## config.mk

```make
export PLATFORM = sky130hd
export DESIGN_NAME = fixed_point_accumulator
export DESIGN_NICKNAME = d
export VERILOG_FILES = /design/src/rtl/fixed_point_accumulator.sv
export SDC_FILE = /design/constraint.sdc
export NUM_CORES = 1
export LEC_CHECK = 0
export ABC_AREA = 1
export CAP_MARGIN = 5
export CORE_ASPECT_RATIO = 0.6
export CORE_UTILIZATION = 55
export CTS_CLUSTER_DIAMETER = 40
export DETAILED_ROUTE_END_ITERATION = 10
export PLACE_DENSITY_LB_ADDON = 0.3
export SLEW_MARGIN = 25
export SYNTH_ARGS = -nofsm -noshare
export SYNTH_HDL_FRONTEND = slang
export SYNTH_SLANG_ARGS = --single-unit
```

## constraint.sdc

```tcl
create_clock -name clk -period 2.1 [get_ports clk]
set_input_delay 0.21 -clock clk [delete_from_list [all_inputs] [get_ports clk]]
set_output_delay 0.21 -clock clk [all_outputs]
set_load 0.01 [all_outputs]
```

## src/rtl/fixed_point_accumulator.sv

```systemverilog
// Sums groups of `len` fixed-point products received over val/rdy and emits one saturated
// n-bit result per group together with a clip flag.
module fixed_point_accumulator #(
  parameter int unsigned n    = 32,
  parameter int unsigned len  = 8,
  parameter bit          sign = 1'b1
) (
  input  logic         clk,
  input  logic         reset,
  input  logic         recv_val,
  output logic         recv_rdy,
  input  logic [n-1:0] recv_msg,
  output logic         send_val,
  input  logic         send_rdy,
  output logic [n-1:0] send_msg,
  output logic         send_sat
);

  localparam int unsigned CW = $clog2(len);
  localparam int unsigned W  = n + CW;

  localparam logic [CW-1:0] LastCount = CW'(len - 1);
  localparam logic [CW-1:0] OneCount  = CW'(1);

  typedef enum logic {StAcc, StDone} state_e;

  state_e         r_state;
  logic [W-1:0]   r_acc;
  logic [CW-1:0]  r_count;

  logic [W-1:0]   w_ext;
  logic           w_ovf;
  logic [n-1:0]   w_clip;
  logic [n-1:0]   w_result;
  logic           w_in_acc;
  logic           w_in_done;

  // W = n + clog2(len) leaves enough headroom that the running sum can never wrap.
  always_comb begin
    w_ext = '0;
    if (sign) begin
      w_ext = {{CW{recv_msg[n-1]}}, recv_msg};
    end else begin
      w_ext = {{CW{1'b0}}, recv_msg};
    end
  end

  always_ff @(posedge clk) begin
    if (!reset) begin
      r_state <= StAcc;
      r_acc   <= '0;
      r_count <= '0;
    end else begin
      unique case (r_state)
        StAcc: begin
          if (recv_val) begin
            r_acc <= r_acc + w_ext;
            if (r_count == LastCount) begin
              r_count <= '0;
              r_state <= StDone;
            end else begin
              r_count <= r_count + OneCount;
            end
          end
        end
        StDone: begin
          if (send_rdy) begin
            r_acc   <= '0;
            r_state <= StAcc;
          end
        end
        default: r_state <= StAcc;
      endcase
    end
  end

  // Signed: in range iff all bits from n-1 upward agree; the top bit picks the clip direction.
  always_comb begin
    w_ovf  = 1'b0;
    w_clip = '1;
    if (sign) begin
      w_ovf  = ~((&r_acc[W-1:n-1]) | ~(|r_acc[W-1:n-1]));
      w_clip = r_acc[W-1] ? {1'b1, {(n-1){1'b0}}} : {1'b0, {(n-1){1'b1}}};
    end else begin
      w_ovf  = |r_acc[W-1:n];
      w_clip = '1;
    end
    w_result = w_ovf ? w_clip : r_acc[n-1:0];
  end

  // Outputs depend only on state and the registered sum; reset forces them quiet immediately.
  always_comb begin
    w_in_acc  = reset && (r_state == StAcc);
    w_in_done = reset && (r_state == StDone);
    recv_rdy  = w_in_acc;
    send_val  = w_in_done;
    send_msg  = w_in_done ? w_result : '0;
    send_sat  = w_in_done & w_ovf;
  end

endmodule

```

==> results of run 1 <==
[stage by stage]
stage          setup WS (ps)  cell area [um^2]  power, W  instances  util [%]
2_1_floorplan            287              4140   0.00183        733         -
3_3_place_gp            -161              5430   0.00242        958      74.7
3_5_place_dp            -187              5430   0.00247        958      74.7
4_1_cts                 88.9              5540   0.00327        965      76.2
5_1_grt                -36.0              5680   0.00362        966      78.1
6_report                64.7              5680   0.00344        966      78.1
[state kept, by name, indices dropped and copies added (netlist names)]
name,flops
r_acc,35
r_state,1
r_count,3
[per-layer routing]
layer | vias to the layer above | global-route usage, % | part of all wire [%]
li1 | 2620 | - | -
met1 | 2442 | 53.6 | 44
met2 | 322 | 56.0 | 42
met3 | 35 | 10.4 | 13
met4 | 0 | 9.67 | 1.5
met5 | - | 0 | 0
[Yosys cell counts, types with 3 or more instances]
cell      count  area [um^2]
a21o_1        3         22.5
a21oi_1     111          556
buf_2         5         25.0
clkbuf_1     11         41.3
dfxtp_1      39          781
ha_1         36          450
inv_1        94          353
nand2_1     253          950
nand2_2      11         68.8
nand3_1      42          210
nand3_2       5         50.1
nand3b_1      6         45.0
nand4_1       5         31.3
nor2_1       57          214
nor2_2        3         18.8
nor3_1        4         20.0
o21ai_0      28          140
o21bai_1      7         52.6
[layout make-up]
cell class	count	area [um^2]	share of cell area (%)
Multi-Input combinational cell	579	3020	53.2
Clock buffer	6	139	2.45
Sequential cell	39	786	13.8
Tap cell	104	130	2.29
Inverter	97	364	6.41
Timing Repair Buffer	140	1230	21.7
Clock inverter	1	5.00	0.0881
[layout by cell type (no fill, tap or decap), drive strengths merged, types with 3 or more instances in the layout]
| cell type | Yosys | layout |
|---|---|---|
| clkbuf | 11 | 7 |
| nand3b | 6 | 6 |
| a21o | 3 | 3 |
| buf | 7 | 69 |
| nor2 | 60 | 60 |
| a21oi | 112 | 112 |
| dlygate4sd2 | 0 | 30 |
| o21ai | 28 | 28 |
| nand3 | 47 | 47 |
| ha | 36 | 36 |
| o21bai | 7 | 7 |
| inv | 96 | 96 |
| nand2 | 264 | 264 |
| nand4 | 5 | 5 |
| dfxtp | 39 | 39 |
| clkdlybuf4s50 | 0 | 39 |
| nor3 | 5 | 5 |
[what timing repair did]
item,in CTS,in global routing
hold buffers,0,0
endpoints found under the hold margin,0,0
pin swaps,0,0
setup endpoints to repair,31,12
cloned,0,1
resized for setup,34,25
[worst max-delay path, stage by stage]
cell,delay (ps)
clkdlybuf4s50_1,430
ha_1,370
nand2_1,130
inv_1,50
nand2_1,60
nand2_1,80
a21oi_1,240
nor2_1,100
nor2_1,250
nand3_1,130
nand3_1,90
a21oi_1,60
[power by group]
part	leakage (nW)	internal, W	total [W]	switching, W
Clock	0.0727	0.000465	0.000803	0.000337
Combinational	2.61	0.000714	0.00172	0.00101
Sequential	0.323	0.000824	0.000911	0.0000867
[kinds of logic after synthesis]
family                     after synthesis  share of synthesized area [%]
xor gates and xnor gates                 1                          0.212
AOI/OAI and AO/OA                      151                           19.1
adders and majority gates               37                           11.4
and+or+nand+nor                        390                           39.7
buffers and inverters                  115                           10.8
DFF                                     39                           18.9
[final timing paths]
kind              slack [ps]   endpoint  depth (start not counted)    startpoint
hold / removal           490   r_acc[9]                          2      r_acc[9]
setup / recovery          60  r_acc[29]                         12  recv_msg[20]
setup reg to reg          90  r_acc[29]                         11     r_acc[13]
hold reg to reg          490   r_acc[9]                          2      r_acc[9]
==> impl_metrics.toml, run 1 <==
[setup_path]
end_kind = "register"
crit_fanout = 4
required_ps = 2260
crit_type = "in -> reg"
critical_path_arrival_ps = 2200
crit_path_start_kind = "input pin"

[synthesis]
synth_top_flop_cell = "dfxtp_1"
synth_edf_count = 0
synth-seq-cells = 39
ys_seq_area_share_pct = 18.9
yosys_warnings = 0
async_flop_share_pct = 0
synth_cells = 733
syn_area_um2 = 4140
synth_cell_types = 29
avgSynthCellArea_um2 = 5.64
synthesis.nets = 806

[timing]
setup_tns_ps = 0
maxSlewViolCount = 0
fin_crit_sh_pct = 96.9
timing.final.crit_period_ps = 2040
clock.fmax_mhz = 491
hold_violations = 0
holdWs_ps = 490
timing.slew.headroom_pct = 69.0
clock_skew_ps = 6.60
worst_pin_slew_ps = 465
setup_viol = 0

[global_routing]
grt_pass1_wl_mm = 23.3
grt_pass1_vias = 4991
track_usage_pct = 37.7
grt_antenna_before_repair = 0
grt_max_degree = 36
grt_overflow = 0

[clock_tree]
clk-insertion-delay-late_ps = 290
clockBufferDepth = 2
postCtsSetupBuffers = 0
cts_root_buf = "clkbuf_16"
cts.sinks = 39
htree_levels = 2
path_clk_slew_ps = 70
tritoncts = "done"
cts_buffers = 5

[power_and_ir_drop]
leakagePower_nw = 3.01
power_density_nw_per_um2 = 605
ir_drop_mv = 0.447

[detailed_routing]
wl_per_cell_um = 15.9
postRouteAntennaNets = 0
dr.first_iter.drc_count = 527
drtPass1Iterations = 5
routed_wl_mm = 15.4
drcViolationCount = 0
num_vias = 5419
viasPerCell = 5.61

[floorplanning]
num_io_pins = 71
floorplan.rows = 24
initial_core_util_pct = 56.9
die_h_um = 69.2
die_x_um = 114
core_area_um2 = 7270
die_area_um2 = 7890

[placement]
portBuffers = 70
globalplace.congestion = 0.943
dpl.hpwl_mm = 11.5

[min_path]
hold_class = "reg -> reg"

[final_layout]
fin_nets = 935
drive_above_1_share_pct = 14.7
diodes = 0
n_fill_cell = 600
areaGrowthSynthToFinish_pct = 37.2

[job]
max_cap_viol_count = 0

[run_status]
status = "completed"
Note: power is estimated with default switching activity, not from simulation.
==> run 2, diff against run 1 <==
--- a/config.mk
+++ b/config.mk
@@ -8,7 +8,7 @@
 export ABC_AREA = 1
 export CAP_MARGIN = 5
 export CORE_ASPECT_RATIO = 0.6
-export CORE_UTILIZATION = 55
+export CORE_UTILIZATION = 41
 export CTS_CLUSTER_DIAMETER = 40
 export DETAILED_ROUTE_END_ITERATION = 10
 export PLACE_DENSITY_LB_ADDON = 0.3
==> run 2 against run 1 <==
  * Combinational power down 3%
  * Wire length down 2.5%
  * Setup slack better by 48 ps
  * Largest cell class unchanged
  * Flip-flop and latch count unchanged
  * Critical endpoint is now r_acc[31]
==> impl_metrics.toml, run 2 (synthesis results as in run 1) <==
[detailed_routing]
viasPerCell = 5.24
postRouteAntennaNets = 0
drtPass1Iterations = 5
drcViolationCount = 0
num_vias = 5208
routed_wl_mm = 15.0
dr.first_iter.drc_count = 490
wl_per_cell_um = 15.1

[setup_path]
crit_top_cell = "nand2_1"
crit_fanout = 5
crit_type = "in -> reg"
required_ps = 2320
r2r_cells = 9
crit_path_max_incr_delay_ps = 410
crit_chain = "clkdlybuf4s50_1 > ha_1 > nand2_1 > nor2_1 > nand2_1 > nor3_1 > nand2_1 > nand3b_1 > nand3_1 > a21oi_1"
cp.depth = 10
rr_startpoint = "r_acc[29]"
crit_path_start_kind = "input pin"
timing.critical_path.slowest_stage_cell = "clkdlybuf4s50_1"
cp_top_family = "simple AND/OR/NAND/NOR gates"
critical_path_arrival_ps = 2210
path_buf_inv = 1
end_kind = "register"
crit_path_start = "recv_msg[29]"

[min_path]
hold_depth = 2
hold_class = "reg -> reg"
hold_start = "r_acc[4]"

[clock_tree]
cts.sinks = 39
htree_levels = 2
tritoncts = "done"
cts_root_buf = "clkbuf_16"
post_cts_resized = 36
clk-insertion-delay-late_ps = 290
cts_hold_buf = 0
cts_buffers = 5
clockBufferDepth = 2
path_clk_slew_ps = 60
postCtsSetupBuffers = 0

[final_layout]
final_common_cell = "nand2_1"
fin_nets = 936
largest_register_ffs = 35
drive_above_1_share_pct = 14.5
final_cell_mix = "250 x nand2_1, 102 x a21oi_1, 94 x inv_1, 67 x buf_4, 56 x nor2_1"
areaGrowthSynthToFinish_pct = 37.9
largest-register = "r_acc"
reg_top3 = "r_acc (35), r_count (3), r_state (1)"
diodes = 0
n_fill_cell = 920

[power_and_ir_drop]
pwr-share-clk_pct = 24.7
leakagePower_nw = 3.01
combPwrFrac_pct = 48.9
p_sw_w = 0.00139
p_int_w = 0.00202
power_density_nw_per_um2 = 598
total_power_w = 0.00341
swShare_pct = 40.7
seq_power_share_pct = 26.4
ir_drop_mv = 0.634

[global_routing]
grt_pass1_vias = 4775
grt_antenna_before_repair = 0
grt_max_degree = 36
grt_pass1_wl_mm = 23.5
grt_overflow = 0
track_usage_pct = 28.5

[timing]
timing.slew.headroom_pct = 68.8
hold_violations = 0
setup_viol = 0
rsz0062_at_grt = "false"
maxSlewViolCount = 0
timing.final.crit_period_ps = 1990
worst_pin_slew_ps = 468
fin_ws_ps = 113
fin_crit_sh_pct = 94.6
clock.fmax_mhz = 503
clock_skew_ps = 4.20

[run_status]
status = "completed"

[job]
max_cap_viol_count = 0

[floorplanning]
num_io_pins = 71
die_h_um = 79.8
initial_core_util_pct = 43.6
core_area_um2 = 9490
die_area_um2 = 10500
floorplan.rows = 27
die_x_um = 132

[placement]
globalplace.congestion = 0.990
dpl.hpwl_mm = 11.5
portBuffers = 70
place_ws_ps = -179
==> run 2: worst reg2reg max path, stage by stage, from the launching register on <==
cell,delay (ps)
dfxtp_1,330
ha_1,360
nand2_1,140
nor2_1,280
nand2_1,120
nor3_1,140
nand2_1,190
nand3b_1,140
nand3_1,80
a21oi_1,130
==> run 2: layer usage <==
layer | vias to the layer above | GRT usage [%] | wire length [um]
met2 | 217 | 42.3 | 6000
met4 | 0 | 5.58 | 116
met3 | 12 | 7.05 | 1420
li1 | 2632 | - | -
met5 | - | 0 | 0
met1 | 2347 | 41.1 | 7440
==> run 2: cell type report <==
class | count | area (um^2) | area share [%]
Tap cell | 130 | 163 | 2.85
Sequential cell | 39 | 785 | 13.8
Inverter | 97 | 364 | 6.38
Timing Repair Buffer | 141 | 1240 | 21.7
Multi-Input combinational cell | 579 | 3000 | 52.6
Clock buffer | 8 | 156 | 2.74
==> run 2: final timing paths <==
path,to,slack (ps)
setup / recovery,r_acc[31],110
hold / removal,r_acc[4],490
setup reg to reg,r_acc[31],130
hold reg to reg,r_acc[4],490
==> run 2: metrics by stage <==
stage	cells	util, %	TNS, ps	cell area (um^2)	hold WS, ps
floorplan	733	-	0	4140	325
global placement	986	57.8	-1860	5490	472
detailed placement	986	57.8	-2270	5490	477
CTS	994	59.2	0	5620	490
global route	994	60.1	0	5700	512
finish	994	60.1	0	5700	486
==> run 2: power by group through the flow <==
stage / Clock, W / Sequential [W] / Combinational, W
4_1_cts: 0.000849 / 0.000895 / 0.00159
5_1_grt: 0.000890 / 0.000910 / 0.00183
6_report: 0.000843 / 0.000899 / 0.00167
2_1_floorplan: 0 / 0.000888 / 0.000938
3_5_place_dp: 0 / 0.000909 / 0.00157
3_3_place_gp: 0 / 0.000903 / 0.00154
==> run 3, diff against run 2 <==
--- a/config.mk
+++ b/config.mk
@@ -8,11 +8,12 @@
 export ABC_AREA = 1
 export CAP_MARGIN = 5
 export CORE_ASPECT_RATIO = 0.6
+export CORE_MARGIN = 1
 export CORE_UTILIZATION = 41
 export CTS_CLUSTER_DIAMETER = 40
 export DETAILED_ROUTE_END_ITERATION = 10
 export PLACE_DENSITY_LB_ADDON = 0.3
-export SLEW_MARGIN = 25
+export SETUP_SLACK_MARGIN = 0.1
 export SYNTH_ARGS = -nofsm -noshare
 export SYNTH_HDL_FRONTEND = slang
 export SYNTH_SLANG_ARGS = --single-unit
==> run 3 against run 2 <==
  * Register-to-register slack about the same
  * Clock skew shrank 1.1 ps
  * First-iteration DRC count rose by 6.7%
  * Wire length increased by 0.75%
  * Flip-flop and latch count unchanged
  * Sequential power is 0.9% higher
  * Cell area grew 3.7%
  * Largest cell class unchanged
==> impl_metrics.toml, run 3 (synthesis results as in run 1) <==
[power_and_ir_drop]
p_sw_w = 0.00144
total_power_w = 0.00351
power_density_nw_per_um2 = 593
swShare_pct = 41.0
seq_power_share_pct = 25.9
p_int_w = 0.00207
pwr-share-clk_pct = 24.0
leakagePower_nw = 3.07
combPwrFrac_pct = 50.1
ir_drop_mv = 0.665

[setup_path]
rr_startpoint = "r_acc[25]"
crit_path_start_kind = "input pin"
required_ps = 2320
crit_fanout = 5
cp-endpoint = "r_acc[27]"
reg2reg_to = "r_acc[27]"
crit_path_start = "recv_msg[25]"
r2r_cells = 9
rrSetupSlack_ps = 140
critical_path_arrival_ps = 2200
crit_type = "in -> reg"
end_kind = "register"

[global_routing]
grt-busiest-layer = "met2"
grt_pass1_wl_mm = 23.5
gr-usage-met1_pct = 41.1
grt_max_degree = 36
grt.met3_usage_pct = 7.05
track_usage_pct = 28.5
grt_overflow = 0
grt.met2_usage_pct = 42.3
grt_pass1_vias = 4775
grt_antenna_before_repair = 0

[clock_tree]
cts_buffers = 5
tritoncts = "done"
htree_levels = 2
path_clk_slew_ps = 60
clockBufferDepth = 2
postCtsSetupBuffers = 0
cts_hold_buf = 0
clk-insertion-delay-late_ps = 290
cts.sinks = 39
cts_root_buf = "clkbuf_16"

[detailed_routing]
num_vias = 5200
viasPerCell = 5.23
drtPass1Iterations = 5
drcViolationCount = 0
postRouteAntennaNets = 0
wl_per_cell_um = 15.2
routed_wl_mm = 15.1
dr.first_iter.drc_count = 523

[floorplanning]
die_area_um2 = 10500
die_h_um = 79.8
die_x_um = 132
initial_core_util_pct = 43.6
num_io_pins = 71
core_area_um2 = 9490
floorplan.rows = 27

[min_path]
hold_depth = 4
hold_class = "in -> reg"

[final_layout]
reg_top3 = "r_acc (35), r_count (3), r_state (1)"
n_fill_cell = 885
fin_nets = 936
final_cell_mix = "245 x nand2_1, 97 x a21oi_1, 93 x inv_1, 66 x buf_4, 45 x nor2_1"
final_core_util_pct = 62.3
largest_register_ffs = 35
diodes = 0
stdcell_count = 994
drive_above_1_share_pct = 19.4
final_common_cell = "nand2_1"
areaGrowthSynthToFinish_pct = 42.9
largest-register = "r_acc"

[placement]
placed_cells = 986
portBuffers = 70
dpl.hpwl_mm = 11.5
globalplace.congestion = 0.990

[timing]
setup_tns_ps = 0
holdWs_ps = 411
fin_crit_sh_pct = 94.2
rsz0062_at_grt = "true"
timing.slew.headroom_pct = 67.9
timing.final.crit_period_ps = 1980
hold_violations = 0
maxSlewViolCount = 0
worst_pin_slew_ps = 481
clock.fmax_mhz = 506
setup_viol = 0
clock_skew_ps = 3.12

[run_status]
status = "completed"

[job]
max_cap_viol_count = 0
[run 3: changes by cell type in the layout (fill, tap and decap cells not counted), moves of 4 or more]
cell and delta:
nand3_2 +6, nor2_1 -11, a21oi_1 -5, ha_1 -7
clkbuf_2 +4, nand2_1 -5, nand3_1 -6, nor2_2 +10
ha_4 +7
[run 3: critical path, stage by stage]
cell and delay [ps]:
clkdlybuf4s50_1 430, ha_2 380, nand2_1 150, nor2_1 190, inv_1 90, nor2_1 170, nand3_1 130, nand3_1 100
nand3_1 170, a21oi_1 180
[run 3: area by class of cell]
class / instances / area, um^2 / area share, %
flip-flops and latches: 39 / 788 / 13.3
repair buffers: 141 / 1230 / 20.8
clock buffers: 8 / 156 / 2.64
well taps: 130 / 163 / 2.75
inverters: 97 / 364 / 6.16
multi-input cells: 579 / 3210 / 54.3
[run 3: per-layer routing]
layer / routed length (um) / part of all wire (%)
met4: 168 / 1.1
met5: 0 / 0
met1: 7350 / 49
met3: 1470 / 9.7
met2: 6100 / 40
[run 3: how the worst min path moves through the flow]
stage | start | end
6_report | recv_msg[0] | r_acc[0]
5_1_grt | recv_msg[0] | r_acc[0]
4_1_cts | r_acc[4] | r_acc[4]
3_5_place_dp | r_acc[24] | r_acc[24]
3_3_place_gp | r_acc[11] | r_acc[11]
2_1_floorplan | send_rdy | r_state
[run 3: power groups by stage]
stage | registers (W) | clock network, W | logic, W
floorplan | 0.000888 | 0 | 0.000938
global placement | 0.000903 | 0 | 0.00154
detailed placement | 0.000909 | 0 | 0.00157
CTS | 0.000895 | 0.000849 | 0.00159
global route | 0.000917 | 0.000890 | 0.00193
finish | 0.000907 | 0.000843 | 0.00176
[run 3: per-stage QoR]
step           instance area (um^2)  worst slack (ps)
2_1_floorplan                  4140               287
3_3_place_gp                   5490              -187
3_5_place_dp                   5490              -179
4_1_cts                        5620               111
5_1_grt                        5910              45.4
6_report                       5910               122
[run 3: what timing repair did]
action | 4_1_cts | 5_1_grt
setup endpoints to repair | 32 | 54
cloned | 0 | 0
gates resized for setup | 36 | 80
pin swaps | 0 | 8
